===== src/rtl/q_pipe_landing.sv =====
// Receive-end landing queue for a Q_pipe chain: absorbs tokens still in flight after
// back-pressure is raised, and re-emits the stream to the consumer in order.
module q_pipe_landing #(
  parameter int width      = 16,
  parameter int depth      = 16,
  parameter int pipe_depth = 2
) (
  input  logic                         clock,
  input  logic                         reset,
  input  logic [width-1:0]             i_d,
  input  logic                         i_v,
  output logic                         i_b,
  output logic [width-1:0]             o_d,
  output logic                         o_v,
  input  logic                         o_b,
  output logic [$clog2(depth+1)-1:0]   level,
  output logic                         overflow
);

  localparam int reserve = 2 * pipe_depth + 1;
  localparam int lw      = $clog2(depth + 1);
  localparam int pw      = (depth > 1) ? $clog2(depth) : 1;

  localparam logic [lw-1:0] depth_l  = lw'(depth);
  localparam logic [lw-1:0] thresh_l = lw'(depth - reserve);
  localparam logic [pw-1:0] last_ptr = pw'(depth - 1);

  logic [width-1:0] mem [depth];

  logic [pw-1:0] wr_ptr_reg, wr_ptr_next;
  logic [pw-1:0] rd_ptr_reg, rd_ptr_next;
  logic [lw-1:0] level_reg, level_next;
  logic          i_b_reg;
  logic          overflow_reg;
  logic          push;
  logic          pop;

  // A full queue still accepts a token when the head leaves in the same cycle.
  always_comb begin
    pop         = (level_reg != '0) & ~o_b;
    push        = i_v & ((level_reg < depth_l) | pop);
    level_next  = level_reg + lw'(push) - lw'(pop);
    wr_ptr_next = wr_ptr_reg;
    rd_ptr_next = rd_ptr_reg;
    if (push) begin
      wr_ptr_next = (wr_ptr_reg == last_ptr) ? '0 : wr_ptr_reg + pw'(1);
    end
    if (pop) begin
      rd_ptr_next = (rd_ptr_reg == last_ptr) ? '0 : rd_ptr_reg + pw'(1);
    end
  end

  always_ff @(posedge clock) begin
    if (reset) begin
      wr_ptr_reg   <= '0;
      rd_ptr_reg   <= '0;
      level_reg    <= '0;
      i_b_reg      <= 1'b1;
      overflow_reg <= 1'b0;
    end else begin
      wr_ptr_reg   <= wr_ptr_next;
      rd_ptr_reg   <= rd_ptr_next;
      level_reg    <= level_next;
      // Threshold leaves room for every token launched before the sender sees i_b.
      i_b_reg      <= (level_next >= thresh_l);
      overflow_reg <= overflow_reg | (i_v & ~push);
    end
  end

  // Storage is not reset; contents are only meaningful below level.
  always_ff @(posedge clock) begin
    if (!reset && push) begin
      mem[wr_ptr_reg] <= i_d;
    end
  end

  assign o_d      = mem[rd_ptr_reg];
  assign o_v      = (level_reg != '0);
  assign i_b      = i_b_reg;
  assign level    = level_reg;
  assign overflow = overflow_reg;

endmodule


===== config.mk =====
export PLATFORM = sky130hd
export DESIGN_NAME = q_pipe_landing
export DESIGN_NICKNAME = d
export VERILOG_FILES = /design/src/rtl/q_pipe_landing.sv
export SDC_FILE = /design/constraint.sdc
export NUM_CORES = 1
export LEC_CHECK = 0
export CORE_MARGIN = 2
export CORE_UTILIZATION = 30
export CTS_CLUSTER_DIAMETER = 60
export DETAILED_ROUTE_END_ITERATION = 8
export HOLD_SLACK_MARGIN = 0.02
export PLACE_DENSITY_LB_ADDON = 0.2
export SYNTH_ARGS = -nofsm -noshare
export SYNTH_HDL_FRONTEND = slang
export SYNTH_SLANG_ARGS = --single-unit

===== constraint.sdc =====
create_clock -name clock -period 7.3 [get_ports clock]
set_input_delay 2.19 -clock clock [delete_from_list [all_inputs] [get_ports clock]]
set_output_delay 2.19 -clock clock [all_outputs]
set_load 0.01 [all_outputs]

# Yosys cells after proc, flatten, opt, wreduce, memory -nomap -nowiden
# Memory sizes are Yosys's and may differ from the RTL's. A register that Yosys moved wholly into a read port is not among the register bits.
# Cells that the tools add are included.
# W data, S select, Z words.
[op_classes]
n_addsub = 4
mul = 0
n_div = 0
n_lt_le_gt_ge = 2
eq_ne = 2
shifts = 0
mux = 6
n_bitwise = 7
reduce_logical = 3
[op_table]
columns = ["cell", "n"]
rows = [
  ["$mux W4", 4],
  ["$add A4 B1 Y4 const B", 2],
  ["$eq A4 B4 Y1 const B", 2],
  ["$add A5 B1 Y5", 1],
  ["$ge A5 B4 Y1 const B", 1],
  ["$lt A5 B5 Y1 const B", 1],
  ["$reduce_bool A5 Y1", 1],
  ["$sub A5 B1 Y5", 1],
  ["$and A1 B1 Y1", 3],
  ["$mux W1", 2],
  ["$not A1 Y1", 2],
  ["$or A1 B1 Y1", 2],
  ["$logic_and A1 B1 Y1", 1],
  ["$logic_not A1 Y1", 1],
]
[totals]
register_bits = 15
latchBits = 0
ram_bits = 256
rom_bits = 0
in_bits = 20
output_inout_bits = 24
word_cells = 30
memories = 1
[memory_table]
columns = ["memory", "depth", "word_bits", "read_ports", "rd_clocked_by_memory_dff", "wr", "line", "rtl"]
rows = [
  ["mem", 16, 16, 1, 1, 1, "28", "logic [width-1:0] mem [depth];"],
]

# Logic depth before layout (Yosys ltp)
# Gate-level depths: netlist (run 1).
[depth]
word_depth = 7
mapped_depth = 13
depth_no_buf = 13

# Worst setup path before layout (run 1)
# Ideal clock, no wire load.
[synth_path]
path_type = "input to register"
startpoint = "in i_v"
endpoint = "mem mem[3][0] (enable)"
setup_time_ps = 430
arrival_ps = 4093
t_required_ps = 6870
setup_slack_ps = 2777
stages = 3
n_path_buf = 0
path_cell_list = "a21boi_2 -> nand2_1 -> nor4_1"
[synth_via]
elab_chain_len = 4
[synth_rtl]
columns = ["element", "line", "rtl"]
rows = [
  ["start, declared", "11", "input logic i_v,"],
  ["$and A1 B1 Y1", "41", "push = i_v & ((level_reg < depth_l) | pop);"],
  ["$logic_and A1 B1 Y1", "72", "if (!reset && push) begin"],
  ["$mux W1", "72", ""],
  ["$mux W1 (not written as such)", "73", "mem[wr_ptr_reg] <= i_d;"],
  ["end, declared", "28", ""],
]
# No other way between the ends.

==> results.md, run 1 <==
* WL met2 at 11800 um
* Synth unique cells at 37
* Slew HR at 18.8%
* Clock Tree Buf Depth at 3
* Cts bufs inserted at 30
* Nets at 614
* Max Cap Violations at 0
* TritonCTS clock tree: yes
* Clock Latency Late Sink at 0.56 ns
* Period minus WS final at 5.56 ns
* Worst Setup Start Kind: register
* Initial Util at 30.7%
* Launching point of the worst reg2reg path: level[2]
* Final Hold Viols at 0
* Dpl ws at 2.26 ns
* Fillers at 3158
* Synthesis-to-finish area growth at 20.3%
* Inst Count DP at 1005
* H-tree depth at 1
* Routed met3 length at 1150 um
* Final slew viol count at 0
* RSZ-0062 raised after global routing: no
* Tot GR Track Use at 13.6%
* Total Power at 4.13 mW
* Status: complete, no violations
* Min-delay worst type: reg2reg
* Share of post-route cells with drive strength above 1 at 21.5%
* Antenna viol nets, final at 0
* Row cnt at 68
* Required time of the worst setup path at 5.11 ns
* Overflow after GRT at 0
* Final worst-path cycle share at 76.2%
* Flop2flop setup slack at 4.32 ns
* Clk sinks at 275
* Cells after synthesis at 511
* Wire length per cell at 23.2 um
* FF+latch area at 8070 sq um
* Critical-path cell list: buf_4 -> mux4_2 -> a22oi_1 -> nand2_1 -> clkdlybuf4s50_1
* Post-synth net total at 543
* Root Buffer: clkbuf_16
* Synth warn at 0
* DR iter-0 viols at 332
* CP Capture Point: o_d[1]
* Area occupied by multi-input gates at 2400 sq um
* # DRC at 0
* Worst Setup Path Type: reg2out
* Max layer used: met4
* Pleak at 4.06 nW
* First-pass GRT wire length at 36400 um
* Antenna diodes at 0
* Vias at 5219
* Buffers & Inverters on Critical Path at 2
* Final Non-Filler Cells at 1061
* Pre-antenna DRT Iters at 4
* Routed WL at 24700 um
* Num ports at 44
* VDD IR max at 0.170 mV
* Die W at 192 um
* Most used DFF post-synth: edfxtp_1
* Worst setup EP type: output pin
* Final WS setup at 1.74 ns
* Cts repair resizes at 0
* Count of final setup violators at 0
* Clk_skew at 0.0111 ns
* Final Util at 36.9%
* Number of global-route vias before repair at 5594
* Crit-path max FO at 38
* Pwr Density at 322 nW/um^2
* Fmax at 180 MHz
* R2R depth at 13
* PortBufs at 43
* Post-synth ARST share at 0%
* Worst EP arrival at 3.37 ns
* Vias per cell at 4.92
* Sequential-to-total area share from yosys stat at 75.8%
* GPL Wtd Cong at 0.778
* Mapped Area at 10600 sq um
* Largest register FFs at 256
* Slowest-stage cell, CP: dfxtp_2
* R2R Path End: i_b
* EDFF count, synth at 256
* Reg clk slew, reported paths at 0.06 ns
* #FFs+latches synth at 275
* # hold bufs at CTS at 0
* Die ar. at 37000 sq um
* CP delay by family, top: buffers and inverters
* Metal-1 WL at 11200 um
* Largest stage delay, worst path at 1.02 ns
* Initial antenna violation count at 0
* Largest net degree at the start of global routing at 39
* Final TNS setup at 0 ns
* DP HPWL at 13400 um
* Worst slew pin tran at 1.22 ns
* Cell count along the critical path at 5
* Post-CTS Repair Setup Buffers at 0
* Syn avg cell area at 20.8 sq um
* Die height at 192 um
* Core Region at 34700 sq um
[worst reg2reg max path, stage by stage, from the launching register on]
cell	delay [ns]
dfxtp_1	0.33
inv_1	0.08
ha_1	0.16
nor4b_2	0.49
nor2_1	0.19
ha_1	0.32
inv_1	0.06
ha_1	0.16
inv_1	0.06
fa_1	0.42
nor2b_1	0.14
o21bai_1	0.09
a21oi_1	0.19
o221ai_1	0.15
[worst min path at each step]
stage                  start  endpoint  depth (start not counted)
3_3_place_gp        overflow  overflow                          2
2_1_floorplan  rd_ptr_reg[3]  register                          2
6_report            overflow  overflow                          2
4_1_cts             overflow  overflow                          2
3_5_place_dp        overflow  overflow                          2
5_1_grt             overflow  overflow                          2
[logic make-up (layout without fill, tap and decap cells)]
kind of cell / after synthesis / count (layout) / share of synthesized area [%]
simple gates: 66 / 66 / 3.20
fa+ha+maj: 12 / 12 / 1.48
compound gates: 53 / 53 / 3.45
buf+inv: 36 / 131 / 1.80
mux: 64 / 64 / 13.9
flops: 275 / 275 / 75.8
xor+xnor: 5 / 5 / 0.411
[per-layer routing]
layer | vias to the layer above | global-route usage [%]
met5 | - | 0
met4 | 0 | 3.38
met3 | 50 | 1.95
met2 | 147 | 22.6
met1 | 2769 | 18.9
li1 | 2253 | -
[cells in the mapped netlist (3+ instances only)]
| cell type | number | area share [%] |
|---|---|---|
| xor2_1 | 3 | 0.25 |
| nor2b_1 | 4 | 0.23 |
| buf_1 | 3 | 0.11 |
| and2_1 | 15 | 0.88 |
| nor2_1 | 10 | 0.35 |
| dfxtp_1 | 19 | 3.6 |
| buf_4 | 3 | 0.21 |
| o21ai_0 | 3 | 0.14 |
| edfxtp_1 | 256 | 72 |
| clkbuf_1 | 4 | 0.14 |
| mux4_2 | 54 | 11 |
| buf_6 | 4 | 0.42 |
| nand2_1 | 23 | 0.81 |
| ha_1 | 11 | 1.3 |
| a21oi_1 | 10 | 0.47 |
| buf_2 | 8 | 0.38 |
| a22oi_1 | 32 | 2.3 |
| inv_1 | 13 | 0.46 |
| mux4_1 | 10 | 2.5 |
[through the flow]
stage	instance area, sq um	hold WS, ns
global placement	11700	0.461
detailed placement	11700	0.460
finish	12800	0.487
global route	12800	0.510
CTS	12800	0.491
floorplan	10600	0.466
[report_power, final]
group | switching, mW | leakage [nW] | internal, mW
clock network | 0.622 | 0.551 | 1.09
registers | 0.0594 | 2.46 | 1.76
logic | 0.270 | 1.04 | 0.327
total | 0.951 | 4.06 | 3.17
[layout make-up]
| class | count | area share (%) |
|---|---|---|
| flip-flops and latches | 275 | 63.0 |
| inverters | 13 | 0.381 |
| well taps | 455 | 4.45 |
| multi-input cells | 200 | 18.8 |
| clock buffers | 36 | 6.12 |
| clock inverters | 20 | 2.78 |
| repair buffers | 62 | 4.48 |
[cell usage in the layout (no fill, tap or decap), types with 2 or more instances in the layout]
master	synthesis	layout
edfxtp_1	256	256
mux4_2	54	54
clkdlybuf4s50_1	0	43
a22oi_1	32	32
clkbuf_16	0	30
nand2_1	23	23
buf_4	3	19
dfxtp_1	19	17
and2_1	15	15
inv_1	13	13
ha_1	11	11
mux4_1	10	10
a21oi_1	10	10
nor2_1	10	9
bufinv_16	0	9
clkinv_2	0	5
clkbuf_1	4	5
nor2b_1	4	4
o21ai_0	3	3
xor2_1	3	3
nand3b_1	2	2
nor3b_1	2	2
nor3_1	2	2
nand3_1	2	2
xnor2_1	2	2
a31oi_1	2	2
and3_1	2	2
clkinvlp_4	0	2
Power figures use the tool's default switching activity.
==> inputs of run 2 (changes only) <==
==> constraint.sdc (replaced) <==
create_clock -name clock -period 4.65 [get_ports clock]
set_input_delay 1.395 -clock clock [delete_from_list [all_inputs] [get_ports clock]]
set_output_delay 1.395 -clock clock [all_outputs]
set_load 0.01 [all_outputs]
==> results.md, run 2 (synthesized netlist as in run 1, its figures left out) <==
* Status: complete, no violations
* Worst EP arrival at 2.86 ns
* Overflow after GRT at 0
* Period minus WS final at 4.26 ns
* Critical-path cell list: buf_4 -> mux4_2 -> a22oi_1 -> nand2_1 -> clkdlybuf4s50_1
* Slowest-stage cell, CP: dfxtp_2
* Pre-antenna DRT Iters at 4
* Clock Latency Late Sink at 0.54 ns
* Cts bufs inserted at 31
* Clk_skew at 0.0119 ns
* Row cnt at 68
* Dpl ws at 0.524 ns
* Initial Util at 30.7%
* Hold path depth at 2
* Nets at 626
* Root Buffer: clkbuf_16
* Reg clk slew, reported paths at 0.06 ns
* Pleak at 4.09 nW
* Most frequent cells in the layout: edfxtp_1, mux4_2, clkdlybuf4s50_1, a22oi_1, clkbuf_16
* Largest register FFs at 256
* Worst hold start: overflow
* Final worst-path cycle share at 91.6%
* Vias per cell at 4.93
* Sequential share of power at 45.3%
* Final Util at 37.0%
* Tot GR Track Use at 13.6%
* Most common cell after layout, fill and taps aside: edfxtp_1
* Crit-path max FO at 23
* GPL Wtd Cong at 0.783
* Number of global-route vias before repair at 5591
* DR iter-0 viols at 442
* Clk network pwr share at 39.1%
* Largest stage delay, worst path at 0.81 ns
* Post-DP Area at 11800 sq um
* Final Non-Filler Cells at 1073
* Post-CTS Repair Setup Buffers at 0
* Core Region at 34700 sq um
* Gate power share at 15.5%
* Worst setup EP type: output pin
* Die W at 192 um
* VDD IR max at 0.301 mV
* TritonCTS clock tree: yes
* Final Hold Viols at 0
* Clk sinks at 275
* H-tree depth at 1
* Min-delay worst type: reg2reg
* Required time of the worst setup path at 3.25 ns
* Antenna viol nets, final at 0
* CP delay by family, top: buffers and inverters
* Worst Setup Path Type: reg2out
* # DRC at 0
* Synthesis-to-finish area growth at 20.5%
* Final hold slack at 0.489 ns
* Total Power at 6.28 mW
* Count of final setup violators at 0
* PortBufs at 43
* Die height at 192 um
* # hold bufs at CTS at 0
* Initial antenna violation count at 0
* Worst slew pin tran at 0.746 ns
* Antenna diodes at 0
* Internal power at 4.79 mW
* First-pass GRT wire length at 36500 um
* Sw power at 1.48 mW
* R2R Path End: i_b
* Worst Setup Start Kind: register
* Buffers & Inverters on Critical Path at 2
* RSZ-0062 raised after global routing: no
* Largest net degree at the start of global routing at 29
* Die ar. at 37000 sq um
* Num ports at 44
* DP HPWL at 14000 um
* Vias at 5293
* Final slew viol count at 0
* Final TNS setup at 0 ns
* Slew HR at 50.2%
* Inst Count DP at 1016
* Switching Fraction at 23.7%
* Max Cap Violations at 0
* Clock Tree Buf Depth at 3
* Post-route cell area at 12800 sq um
* Cts repair resizes at 0
* Fmax at 235 MHz
* End of the worst hold path: overflow
* Share of post-route cells with drive strength above 1 at 22.3%
* Final WS setup at 0.393 ns
* Routed WL at 24600 um
* Pwr Density at 489 nW/um^2
* Wire length per cell at 22.9 um
* Flop2flop setup slack at 1.65 ns
* Launching point of the worst reg2reg path: level[2]
* R2R depth at 12
run 2: cell count changes in the layout (fill, tap and decap cells not counted), moves of 3 or more:
cell	delta
buf_4	+7
clkbuf_1	-3
clkinv_1	+7
buf_12	+4
clkinv_2	+3
bufinv_16	-4
run 2: how the worst max path moves through the flow:
stage / endpoint / depth (start not counted)
final: o_d[3] / 5
after global routing: o_d[2] / 5
after CTS: o_d[3] / 5
after detailed placement: i_b / 11
after global placement: i_b / 12
after floorplan: mem[3][0] / 3
run 2: layout make-up:
class                      count  area, sq um
fill                        3224        21900
clock inverter                24          253
inverter                      13         48.8
multi-input combinational    200         2400
sequential                   275         8070
timing repair buffer          73          706
tap                          455          569
clock buffer                  33          783
run 2: power groups by stage:
| stage | Combinational [mW] | Clock, mW | Sequential, mW |
|---|---|---|---|
| after floorplan | 0.675 | 0 | 2.85 |
| after global placement | 0.968 | 0 | 2.90 |
| after detailed placement | 0.991 | 0 | 2.90 |
| after CTS | 0.996 | 2.51 | 2.85 |
| after global routing | 1.06 | 2.62 | 2.86 |
| final | 0.973 | 2.46 | 2.85 |
run 2: per-layer routing:
metal	track usage, %	wire length [um]	vias to the layer above
li1	-	-	2282
met1	19.6	11200	2829
met2	22.0	11800	145
met3	1.98	1230	37
met4	2.55	381	0
met5	0	0	-
run 2: worst reg2reg max path: cells and delay by family (launching register included):
family | cells | cell delay [ns]
adder cells (fa/ha/maj) | 4 | 1.05
AND/OR/NAND/NOR | 2 | 0.68
AO/OA/AOI/OAI | 2 | 0.40
flip-flops | 1 | 0.33
XOR/XNOR | 1 | 0.21
buffers and inverters | 3 | 0.19
